--- config.mk ---
export PLATFORM = sky130hd
export DESIGN_NAME = apb_subordinate_ni_flat
export DESIGN_NICKNAME = d
export VERILOG_FILES = /design/src/rtl/apb_subordinate_ni_if.sv /design/src/rtl/apb_subordinate_ni.sv /design/src/flat_wrapper.sv
export SDC_FILE = /design/constraint.sdc
export NUM_CORES = 1
export LEC_CHECK = 0
export CAP_MARGIN = 0
export CORE_MARGIN = 2
export CORE_UTILIZATION = 41
export CTS_CLUSTER_DIAMETER = 120
export DETAILED_ROUTE_END_ITERATION = 8
export PLACE_DENSITY = 0.83
export SYNTH_ARGS = -nofsm -noshare
export SYNTH_HDL_FRONTEND = slang
export SYNTH_SLANG_ARGS = --single-unit
--- constraint.sdc ---
create_clock -name PCLK -period 1.7 [get_ports PCLK]
set_clock_uncertainty 0.15 [all_clocks]
set_input_delay 0.255 -clock PCLK [delete_from_list [all_inputs] [get_ports PCLK]]
set_output_delay 0.255 -clock PCLK [all_outputs]
set_load 0.02 [all_outputs]
--- src/rtl/apb_subordinate_ni_if.sv ---
// Packet types for the APB subordinate network interface, and the APB bus interface
// that connects a local APB requester to it.

package apb_subordinate_ni_pkg;

    typedef struct packed {
        logic [14:0] data_bits;
    } flit_s;

    typedef struct packed {
        flit_s [3:0] body_flit;
    } req_packet_s;

    typedef struct packed {
        flit_s [2:0] body_flit;
    } resp_packet_s;

    typedef enum logic [2:0] {
        S_IDLE,
        S_REQ_WAIT,
        S_REQ_PUSH,
        S_RESP_WAIT,
        S_RESP_POP,
        S_RESP_CAP,
        S_DONE
    } state_e;

endpackage

interface apb_subordinate_ni_if #(
    parameter int ADDR_W = 14,
    parameter int DATA_W = 32
);
    logic              PSEL;
    logic              PENABLE;
    logic              PWRITE;
    logic [ADDR_W-1:0] PADDR;
    logic [DATA_W-1:0] PWDATA;
    logic [DATA_W-1:0] PRDATA;
    logic              PREADY;
    logic              PSLVERR;

    modport master (
        output PSEL, PENABLE, PWRITE, PADDR, PWDATA,
        input  PRDATA, PREADY, PSLVERR
    );

    modport slave (
        input  PSEL, PENABLE, PWRITE, PADDR, PWDATA,
        output PRDATA, PREADY, PSLVERR
    );
endinterface

--- src/rtl/apb_subordinate_ni.sv ---
// APB completer-side NI: packs one APB transfer into a request packet, waits for its response.
// Optional response watchdog enabled by defining SUB_NI_TIMEOUT_EN.

module apb_subordinate_ni
    import apb_subordinate_ni_pkg::*;
#(
    parameter int ADDR_W         = 14,
    parameter int DATA_W         = 32,
    parameter int TIMEOUT_CYCLES = 1024
) (
    input  logic                 PCLK,
    input  logic                 PRESETn,
    apb_subordinate_ni_if.slave  apb,
    output req_packet_s          req_pkt,
    input  logic                 req_fifo_full,
    output logic                 req_fifo_wreq,
    input  resp_packet_s         resp_pkt,
    input  logic                 resp_fifo_empty,
    output logic                 resp_fifo_rreq
);

    if (ADDR_W != 14 || DATA_W != 32 || TIMEOUT_CYCLES < 1) begin : g_param_check
        $error("apb_subordinate_ni: ADDR_W must be 14, DATA_W 32, TIMEOUT_CYCLES >= 1");
    end

    state_e      state;
    logic        is_write;
    logic        accept_setup;
    logic        access_phase;
    logic [31:0] resp_rdata;
    logic        resp_err;
    logic        unused_resp_bits;

    function automatic req_packet_s pack_req(input logic             wr,
                                             input logic [ADDR_W-1:0] addr,
                                             input logic [DATA_W-1:0] wdata);
        req_packet_s       pkt;
        logic [DATA_W-1:0] wd;
        pkt = '0;
        wd  = wr ? wdata : '0;
        pkt.body_flit[0].data_bits              = {addr, wr};
        pkt.body_flit[1].data_bits              = wd[31:17];
        pkt.body_flit[2].data_bits              = wd[16:2];
        pkt.body_flit[3].data_bits[14:13]       = wd[1:0];
        return pkt;
    endfunction

    assign resp_rdata = {resp_pkt.body_flit[0].data_bits,
                         resp_pkt.body_flit[1].data_bits,
                         resp_pkt.body_flit[2].data_bits[14:13]};
    assign resp_err   = resp_pkt.body_flit[2].data_bits[12];
    assign unused_resp_bits = ^resp_pkt.body_flit[2].data_bits[11:0];

    assign access_phase = apb.PSEL & apb.PENABLE;

`ifdef SUB_NI_TIMEOUT_EN
    localparam int               CNT_W    = $clog2(TIMEOUT_CYCLES + 1);
    localparam logic [CNT_W-1:0] CNT_LAST = CNT_W'(TIMEOUT_CYCLES - 1);

    logic [CNT_W-1:0] wait_cnt;
    logic             drop_pending;

    // A timed-out response still sits in the inbound FIFO; no new request until it is drained.
    assign accept_setup = apb.PSEL & ~apb.PENABLE & ~drop_pending;
`else
    assign accept_setup = apb.PSEL & ~apb.PENABLE;
`endif

    // NOTE: all state and registered outputs live in one clocked block and use non-blocking
    // assignments, so every branch reads the pre-edge values regardless of statement order.
    always_ff @(posedge PCLK or negedge PRESETn) begin
        if (!PRESETn) begin
            state          <= S_IDLE;
            is_write       <= 1'b0;
            req_pkt        <= '0;
            req_fifo_wreq  <= 1'b0;
            resp_fifo_rreq <= 1'b0;
            apb.PRDATA     <= '0;
            apb.PREADY     <= 1'b0;
            apb.PSLVERR    <= 1'b0;
`ifdef SUB_NI_TIMEOUT_EN
            wait_cnt       <= '0;
            drop_pending   <= 1'b0;
`endif
        end else begin
            req_fifo_wreq  <= 1'b0;
            resp_fifo_rreq <= 1'b0;

            case (state)
                S_IDLE: begin
`ifdef SUB_NI_TIMEOUT_EN
                    if (drop_pending && !resp_fifo_empty) begin
                        resp_fifo_rreq <= 1'b1;
                        drop_pending   <= 1'b0;
                    end
`endif
                    if (accept_setup) begin
                        req_pkt  <= pack_req(apb.PWRITE, apb.PADDR, apb.PWDATA);
                        is_write <= apb.PWRITE;
                        state    <= S_REQ_WAIT;
                    end
                end

                S_REQ_WAIT: begin
                    if (!req_fifo_full) begin
                        req_fifo_wreq <= 1'b1;
                        state         <= S_REQ_PUSH;
                    end
                end

                S_REQ_PUSH: begin
`ifdef SUB_NI_TIMEOUT_EN
                    wait_cnt <= '0;
`endif
                    state <= S_RESP_WAIT;
                end

                S_RESP_WAIT: begin
                    if (!resp_fifo_empty) begin
                        resp_fifo_rreq <= 1'b1;
                        state          <= S_RESP_POP;
                    end
`ifdef SUB_NI_TIMEOUT_EN
                    else if (wait_cnt == CNT_LAST) begin
                        apb.PRDATA   <= '0;
                        apb.PSLVERR  <= 1'b1;
                        apb.PREADY   <= access_phase;
                        drop_pending <= 1'b1;
                        state        <= S_DONE;
                    end else begin
                        wait_cnt <= wait_cnt + 1'b1;
                    end
`endif
                end

                // resp_pkt becomes valid one cycle after the pop pulse.
                S_RESP_POP: state <= S_RESP_CAP;

                S_RESP_CAP: begin
                    apb.PRDATA  <= is_write ? '0 : resp_rdata;
                    apb.PSLVERR <= resp_err;
                    apb.PREADY  <= access_phase;
                    state       <= S_DONE;
                end

                S_DONE: begin
                    // PREADY already high means this edge completes the access phase.
                    if (apb.PREADY || !apb.PSEL) begin
                        apb.PREADY  <= 1'b0;
                        apb.PRDATA  <= '0;
                        apb.PSLVERR <= 1'b0;
                        state       <= S_IDLE;
                    end else if (apb.PENABLE) begin
                        apb.PREADY <= 1'b1;
                    end
                end

                default: state <= S_IDLE;
            endcase
        end
    end

endmodule

--- src/flat_wrapper.sv ---
// flat-port wrapper written by rule: the top's interface ports become plain ports
module apb_subordinate_ni_flat import apb_subordinate_ni_pkg::*;
#(
    parameter int ADDR_W         = 14,
    parameter int DATA_W         = 32,
    parameter int TIMEOUT_CYCLES = 1024
)
  (PCLK, PRESETn, req_pkt, req_fifo_full, req_fifo_wreq, resp_pkt, resp_fifo_empty, resp_fifo_rreq, apb_PSEL, apb_PENABLE, apb_PWRITE, apb_PADDR, apb_PWDATA, apb_PRDATA, apb_PREADY, apb_PSLVERR);
  apb_subordinate_ni_if #(.ADDR_W(ADDR_W), .DATA_W(DATA_W)) apb_i ();
  input  logic PCLK;
  input  logic PRESETn;
  output req_packet_s req_pkt;
  input  logic req_fifo_full;
  output logic req_fifo_wreq;
  input  resp_packet_s resp_pkt;
  input  logic resp_fifo_empty;
  output logic resp_fifo_rreq;
  input wire logic [$bits(apb_i.PSEL)-1:0] apb_PSEL;
  input wire logic [$bits(apb_i.PENABLE)-1:0] apb_PENABLE;
  input wire logic [$bits(apb_i.PWRITE)-1:0] apb_PWRITE;
  input wire logic [$bits(apb_i.PADDR)-1:0] apb_PADDR;
  input wire logic [$bits(apb_i.PWDATA)-1:0] apb_PWDATA;
  output wire logic [$bits(apb_i.PRDATA)-1:0] apb_PRDATA;
  output wire logic [$bits(apb_i.PREADY)-1:0] apb_PREADY;
  output wire logic [$bits(apb_i.PSLVERR)-1:0] apb_PSLVERR;
  assign apb_i.PSEL = apb_PSEL;
  assign apb_i.PENABLE = apb_PENABLE;
  assign apb_i.PWRITE = apb_PWRITE;
  assign apb_i.PADDR = apb_PADDR;
  assign apb_i.PWDATA = apb_PWDATA;
  assign apb_PRDATA = apb_i.PRDATA;
  assign apb_PREADY = apb_i.PREADY;
  assign apb_PSLVERR = apb_i.PSLVERR;
  apb_subordinate_ni #(.ADDR_W(ADDR_W), .DATA_W(DATA_W), .TIMEOUT_CYCLES(TIMEOUT_CYCLES)) u_core (.PCLK(PCLK), .PRESETn(PRESETn), .apb(apb_i), .req_pkt(req_pkt), .req_fifo_full(req_fifo_full), .req_fifo_wreq(req_fifo_wreq), .resp_pkt(resp_pkt), .resp_fifo_empty(resp_fifo_empty), .resp_fifo_rreq(resp_fifo_rreq));
endmodule
==> run summary, run 1 <==
post-layout instance area: 0.00597 mm^2
final hold vios: 0
Port Buffer Count: 168
Max IR drop VDD: 710 uV
clock root buffer: clkbuf_8
WL final: 10,800 um
initial DRC count: 116
Max H-tree Level: 3
Cell Area, Synth: 0.00399 mm^2
synthesis-stage register bit count: 86
final core occ: 0.622
total gr overflow: 0
combinational share of power: 0.480
fin nets: 671
worst-path maximum fanout: 19
routability cong.: 0.769
pin count of the biggest net entering global routing: 87
min Tclk post-route: 1.58 ns
final setup fails: 0
NetSw: 0.00404 W
Yosys top cell by area: dfrtp_1
initial antenna violation count: 0
FF-to-FF setup slack: 0.12 ns
Max Freq: 0.632 GHz
Area growth syn-to-layout: 49.4%
RSZ-0062 raised after global routing: false
vias per cell: 4.89
Pre-antenna DRT Iters: 4
core area: 0.00959 mm^2
antenna cell count: 0
Pwr Density: 1640 mW/mm^2
# IOs: 194
P_leak: 2.92 nW
Skew-Pair Late Insertion Delay: 0.36 ns
Chip Height: 103 um
Yosys top cell area share: 0.539
crit end category: flop
die width: 103 um
Non-Filler Instances: 711
crit start category: flop
PnR worst setup slack: 0.117 ns
Post-route DRC: 0
part of the power in the clock network: 0.170
first-pass GRT wire length: 16,200 um
Mapped Avg Cell Area: 9.89 um^2
clock tree buffer depth: 2
sequential power share: 0.350
sequential share of the synthesized area: 0.539
status: finished, final reports clean
vias: 3,479
clk sinks: 86
Tcrit/Tclk final: 0.931
total die area: 0.0105 mm^2
number of synthesized flops with an enable pin: 0
Netlist cell types: 28
clk slew on worst S/H paths: 0.09 ns
count leader, synth: nand2_1
Num CTS Buffers: 9
commonest register cell after synthesis: dfrtp_1
placed cells: 694
CP arrival: 1.68 ns
dpl cell area: 0.00582 mm^2
share of layout cells above drive strength 1: 0.0779
row cnt: 36
Mapped Cells: 404
synth top area cells: dfrtp_1 54%, nand2_1 9.2%, mux2i_1 8.0%, o211ai_1 6.0%, mux2_1 4.2%
critical path class: reg2reg
synth cell count leaders: 98 x nand2_1, 86 x dfrtp_1, 35 x inv_1
Int Power: 0.00573 W
switch share: 0.413
gr usage total: 0.198
initial cell density of the core: 0.416
DR WL/cell: 15.2 um
max-slew violations: 0
Hold Path Class: in2reg
post-route ant nets: 0
Yosys warnings: 0
pre-CTS WS: -0.141 ns
Max-Cap Viols: 0
CP Data Required Time: 1.79 ns
TritonCTS clock tree: built
ys async rst share: 1.00
Post-DP HPWL: 7800 um
number of global-route vias before repair: 3,308
final timing paths:
check | start | end | cells after the start
setup / recovery | u_core.state[0] | u_core.req_pkt[12] | 4
hold / removal | apb_PWDATA[28] | u_core.req_pkt[26] | 3
setup reg to reg | u_core.state[0] | u_core.req_pkt[12] | 4
hold reg to reg | u_core.req_pkt[10] | u_core.req_pkt[10] | 1
max in group asynchronous | PRESETn | u_core.req_pkt[3] | 3
min in group asynchronous | PRESETn | u_core.req_pkt[43] | 3
flip-flops by register name (all words and copies together), names as in the netlist:
name	count
u_core.req_pkt	47
u_core.apb.PRDATA	32
u_core.state	3
u_core.apb.PREADY	1
u_core.apb.PSLVERR	1
u_core.req_fifo_wreq	1
u_core.resp_fifo_rreq	1
critical path, cell delays in order, from the launching register on:
cell	delay, ns
dfrtp_1	0.49
nor3_4	0.25
nand2b_2	0.09
buf_12	0.16
mux2_1	0.32
cell usage in the layout, fill, tap and decap left out, types with 2 or more instances in the layout:
cell type	synthesis	routed
a21oi_1	2	2
buf_12	0	3
buf_4	16	20
bufinv_16	0	2
clkbuf_8	0	10
clkdlybuf4s50_1	0	84
clkinv_4	0	2
conb_1	1	13
dfrtp_1	86	86
dlygate4sd2_1	0	83
inv_1	35	35
mux2_1	15	15
mux2i_1	32	32
nand2_1	98	98
nand2b_1	4	2
nand2b_2	0	2
nand3_1	33	33
nor2_1	2	2
nor3_1	3	3
o211ai_1	32	32
o21ai_0	4	4
cells by family after synthesis:
group | Yosys count | synth area share
AO/OA/AOI/OAI | 44 | 0.0799
flip-flops | 86 | 0.539
multiplexers | 47 | 0.122
buffers and inverters | 80 | 0.101
AND/OR/NAND/NOR | 146 | 0.157
other | 1 | 0.000939
layer usage:
layer | vias up | GRT usage | routed length [um]
met4 | 0 | 0.0779 | 178
met3 | 14 | 0.0441 | 863
met1 | 1677 | 0.253 | 4590
met2 | 145 | 0.329 | 5140
li1 | 1643 | - | -
met5 | - | 0 | 0
final cells by class:
type                    instances  area (um^2)
clock inverters                 6         93.8
clock buffers                  10          138
flip-flops and latches         86         2150
inverters                      35          131
repair buffers                191         1790
fillers                       797         3630
multi-input cells             250         1500
well taps                     133          166
through the flow:
step | total power (W) | setup TNS, ns | hold slack (ns)
4_1_cts | 0.00982 | 0 | 0.281
6_report | 0.00977 | 0 | 0.294
5_1_grt | 0.0104 | 0 | 0.291
3_5_place_dp | 0.00875 | -5.48 | 0.177
3_3_place_gp | 0.00856 | -3.63 | 0.173
2_1_floorplan | 0.00633 | 0 | -0.191
power groups by stage:
stage	sequential (W)	combinational (W)	clock (W)
after global placement	0.00342	0.00515	0
final	0.00342	0.00469	0.00166
after floorplan	0.00436	0.00197	0
after detailed placement	0.00347	0.00528	0
after CTS	0.00341	0.00474	0.00167
after global routing	0.00352	0.00509	0.00177
timing repair:
item | in CTS | in global routing
hold buffers | 1 | 0
setup endpoints to repair | 83 | 6
buffers inserted | 0 | 0
resized for setup | 83 | 2
hold endpoints to repair | 86 | 0
(Power assumes the default switching activity.)
==> run 2, diff against run 1 <==
--- a/config.mk
+++ b/config.mk
@@ -7,10 +7,11 @@
 export LEC_CHECK = 0
 export CAP_MARGIN = 0
 export CORE_MARGIN = 2
-export CORE_UTILIZATION = 41
+export CORE_UTILIZATION = 37
 export CTS_CLUSTER_DIAMETER = 120
 export DETAILED_ROUTE_END_ITERATION = 8
-export PLACE_DENSITY = 0.83
+export HOLD_SLACK_MARGIN = 0.06
+export PLACE_DENSITY = 0.79
 export SYNTH_ARGS = -nofsm -noshare
 export SYNTH_HDL_FRONTEND = slang
 export SYNTH_SLANG_ARGS = --single-unit
==> constraint.sdc (replaced) <==
create_clock -name PCLK -period 1.3 [get_ports PCLK]
set_clock_uncertainty 0.15 [all_clocks]
set_input_delay 0.195 -clock PCLK [delete_from_list [all_inputs] [get_ports PCLK]]
set_output_delay 0.195 -clock PCLK [all_outputs]
set_load 0.02 [all_outputs]
==> run 2 against run 1 <==
  * The flow now finishes with violations (negative setup slack)
  * Global-route usage down 0.45 points
  * Die area up 10%
  * Count of clock-buffer cells in the layout unchanged
  * Cell area up 2.2%
  * Core utilization down 3.6 points
  * Combinational power up 54%
  * First-iteration DRC count up 26%
  * Non-clock buffer count up 35
  * Sequential share of layout area down 0.76 points
  * Hold slack worse by 0.043 ns
  * Critical path depth unchanged
  * Largest cell class unchanged
==> run summary, run 2 (same netlist as run 1, synthesis figures left out) <==
FF+latch area: 0.00215 mm^2
final hold vios: 0
TritonCTS clock tree: built
clk slew on worst S/H paths: 0.08 ns
PnR worst setup slack: -0.223 ns
CP max-delay cell: dfrtp_1
Fillers: 890
Tcrit/Tclk final: 1.17
vias per cell: 4.85
initial antenna violation count: 0
Max H-tree Level: 3
clock root buffer: clkbuf_8
Max IR drop VDD: 803 uV
Post-DP HPWL: 7910 um
total gr overflow: 0
first-pass GRT wire length: 17,600 um
slowest stage delay, CP: 0.40 ns
Post-route DRC: 0
Max Freq: 0.657 GHz
# IOs: 194
total die area: 0.0116 mm^2
core area: 0.0104 mm^2
RR Startpoint: u_core.state[2]
clock tree buffer depth: 2
most common cell after layout, fill and taps aside: nand2_1
share of layout cells above drive strength 1: 0.283
min Tclk post-route: 1.52 ns
WL final: 11,400 um
largest reg by FF count: u_core.req_pkt
critical path class: reg2reg
failing checks: negative setup slack
number of global-route vias before repair: 3,514
Chip Height: 108 um
critical path, cell by cell: nor3_2 > nand2b_2 > buf_12 > mux2_1
antenna cell count: 0
Hold Path Class: in2async
status: finished with violations
initial cell density of the core: 0.383
max-slew violations: 0
Area growth syn-to-layout: 52.7%
CP Data Required Time: 1.38 ns
DR WL/cell: 15.2 um
max FFs per register: 47
Pwr Density: 2170 mW/mm^2
Pre-antenna DRT Iters: 4
Non-Filler Instances: 747
post-route ant nets: 0
row cnt: 37
Port Buffer Count: 168
fin nets: 706
Largest regs: u_core.req_pkt: 47 flops, u_core.apb.PRDATA: 32 flops, u_core.state: 3 flops
routability cong.: 0.776
gr usage total: 0.194
Max-Cap Viols: 0
vias: 3,624
Skew-Pair Late Insertion Delay: 0.35 ns
Num CTS Buffers: 9
worst-path maximum fanout: 21
commonest non-fill, non-tap cells in the layout: 97 x nand2_1, 85 x dfrtp_1, 84 x clkdlybuf4s50_1
pin count of the biggest net entering global routing: 87
final setup fails: 83
placed cells: 719
Setup crit start: u_core.state[2]
crit start category: flop
die width: 108 um
Multi-input gate area: 0.00158 mm^2
CP arrival: 1.61 ns
crit end category: flop
Hold Slack: 0.251 ns
clk sinks: 86
P_leak: 3.03 nW
RSZ-0062 raised after global routing: true
initial DRC count: 146
==> run 2: changes by cell type in the layout (fill, tap and decap cells not counted), moves of 2 or more <==
cell,change
nor3_1,-2
buf_4,+16
buf_6,+18
buf_12,+6
o21ai_0,-3
inv_1,-2
clkinv_2,+2
bufinv_16,-2
buf_2,+77
dlygate4sd2_1,-83
nor3_2,+2
nor2b_4,+2
nand2b_4,+2
o21ai_2,+2
==> run 2: repair_timing <==
action,in CTS,in global routing
setup buffers,5,8
hold buffers,1,0
gates resized for setup,366,25
setup endpoints to repair,168,98
pin swaps,6,7
endpoints found under the hold margin,86,0
==> run 2: final timing paths <==
check / end / depth (start not counted) / slack [ns]
min reg2reg: u_core.req_pkt[5] / 1 / 0.34
min: u_core.req_pkt[3] / 3 / 0.25
max in group asynchronous: u_core.apb.PREADY / 3 / 0.34
min in group PCLK: u_core.req_pkt[36] / 3 / 0.25
max: u_core.req_pkt[3] / 4 / -0.22
max reg2reg: u_core.req_pkt[3] / 4 / -0.22
==> run 2: critical path: cells and delay by family (launching register included) <==
family,cells,cell delay (ns)
buf+inv,1,0.17
flops,1,0.40
mux,1,0.33
simple gates,2,0.35
==> run 2: final cells by class <==
| type | count | share of cell area |
|---|---|---|
| timing repair buffer | 226 | 0.312 |
| multi-input combinational | 250 | 0.259 |
| inverter | 35 | 0.0226 |
| clock buffer | 10 | 0.0209 |
| tap | 136 | 0.0279 |
| clock inverter | 4 | 0.00431 |
| sequential | 86 | 0.353 |
==> run 2: per-layer routing <==
metal  GRT usage  up-vias  part of all wire
met5           0        -                 0
met4      0.0788        0             0.018
met3      0.0412       17             0.081
met2       0.311      158              0.48
met1       0.255     1733              0.42
li1            -     1716                 -
==> run 2: metrics by stage <==
stage	TNS, ns	setup slack, ns	utilization	power [W]	area (um^2)
floorplan	-8.83	-0.148	-	0.00839	4080
global placement	-30.13	-0.426	0.580	0.0116	6040
detailed placement	-31.90	-0.497	0.580	0.0119	6040
CTS	-12.07	-0.227	0.573	0.0130	5970
global route	-17.87	-0.290	0.586	0.0141	6100
finish	-12.38	-0.223	0.586	0.0132	6100
==> run 2: report_power, final <==
group          internal (W)  switching [W]  total [W]
clock network      0.000671       0.000918    0.00159
logic               0.00322        0.00400    0.00723
registers           0.00378       0.000633    0.00441
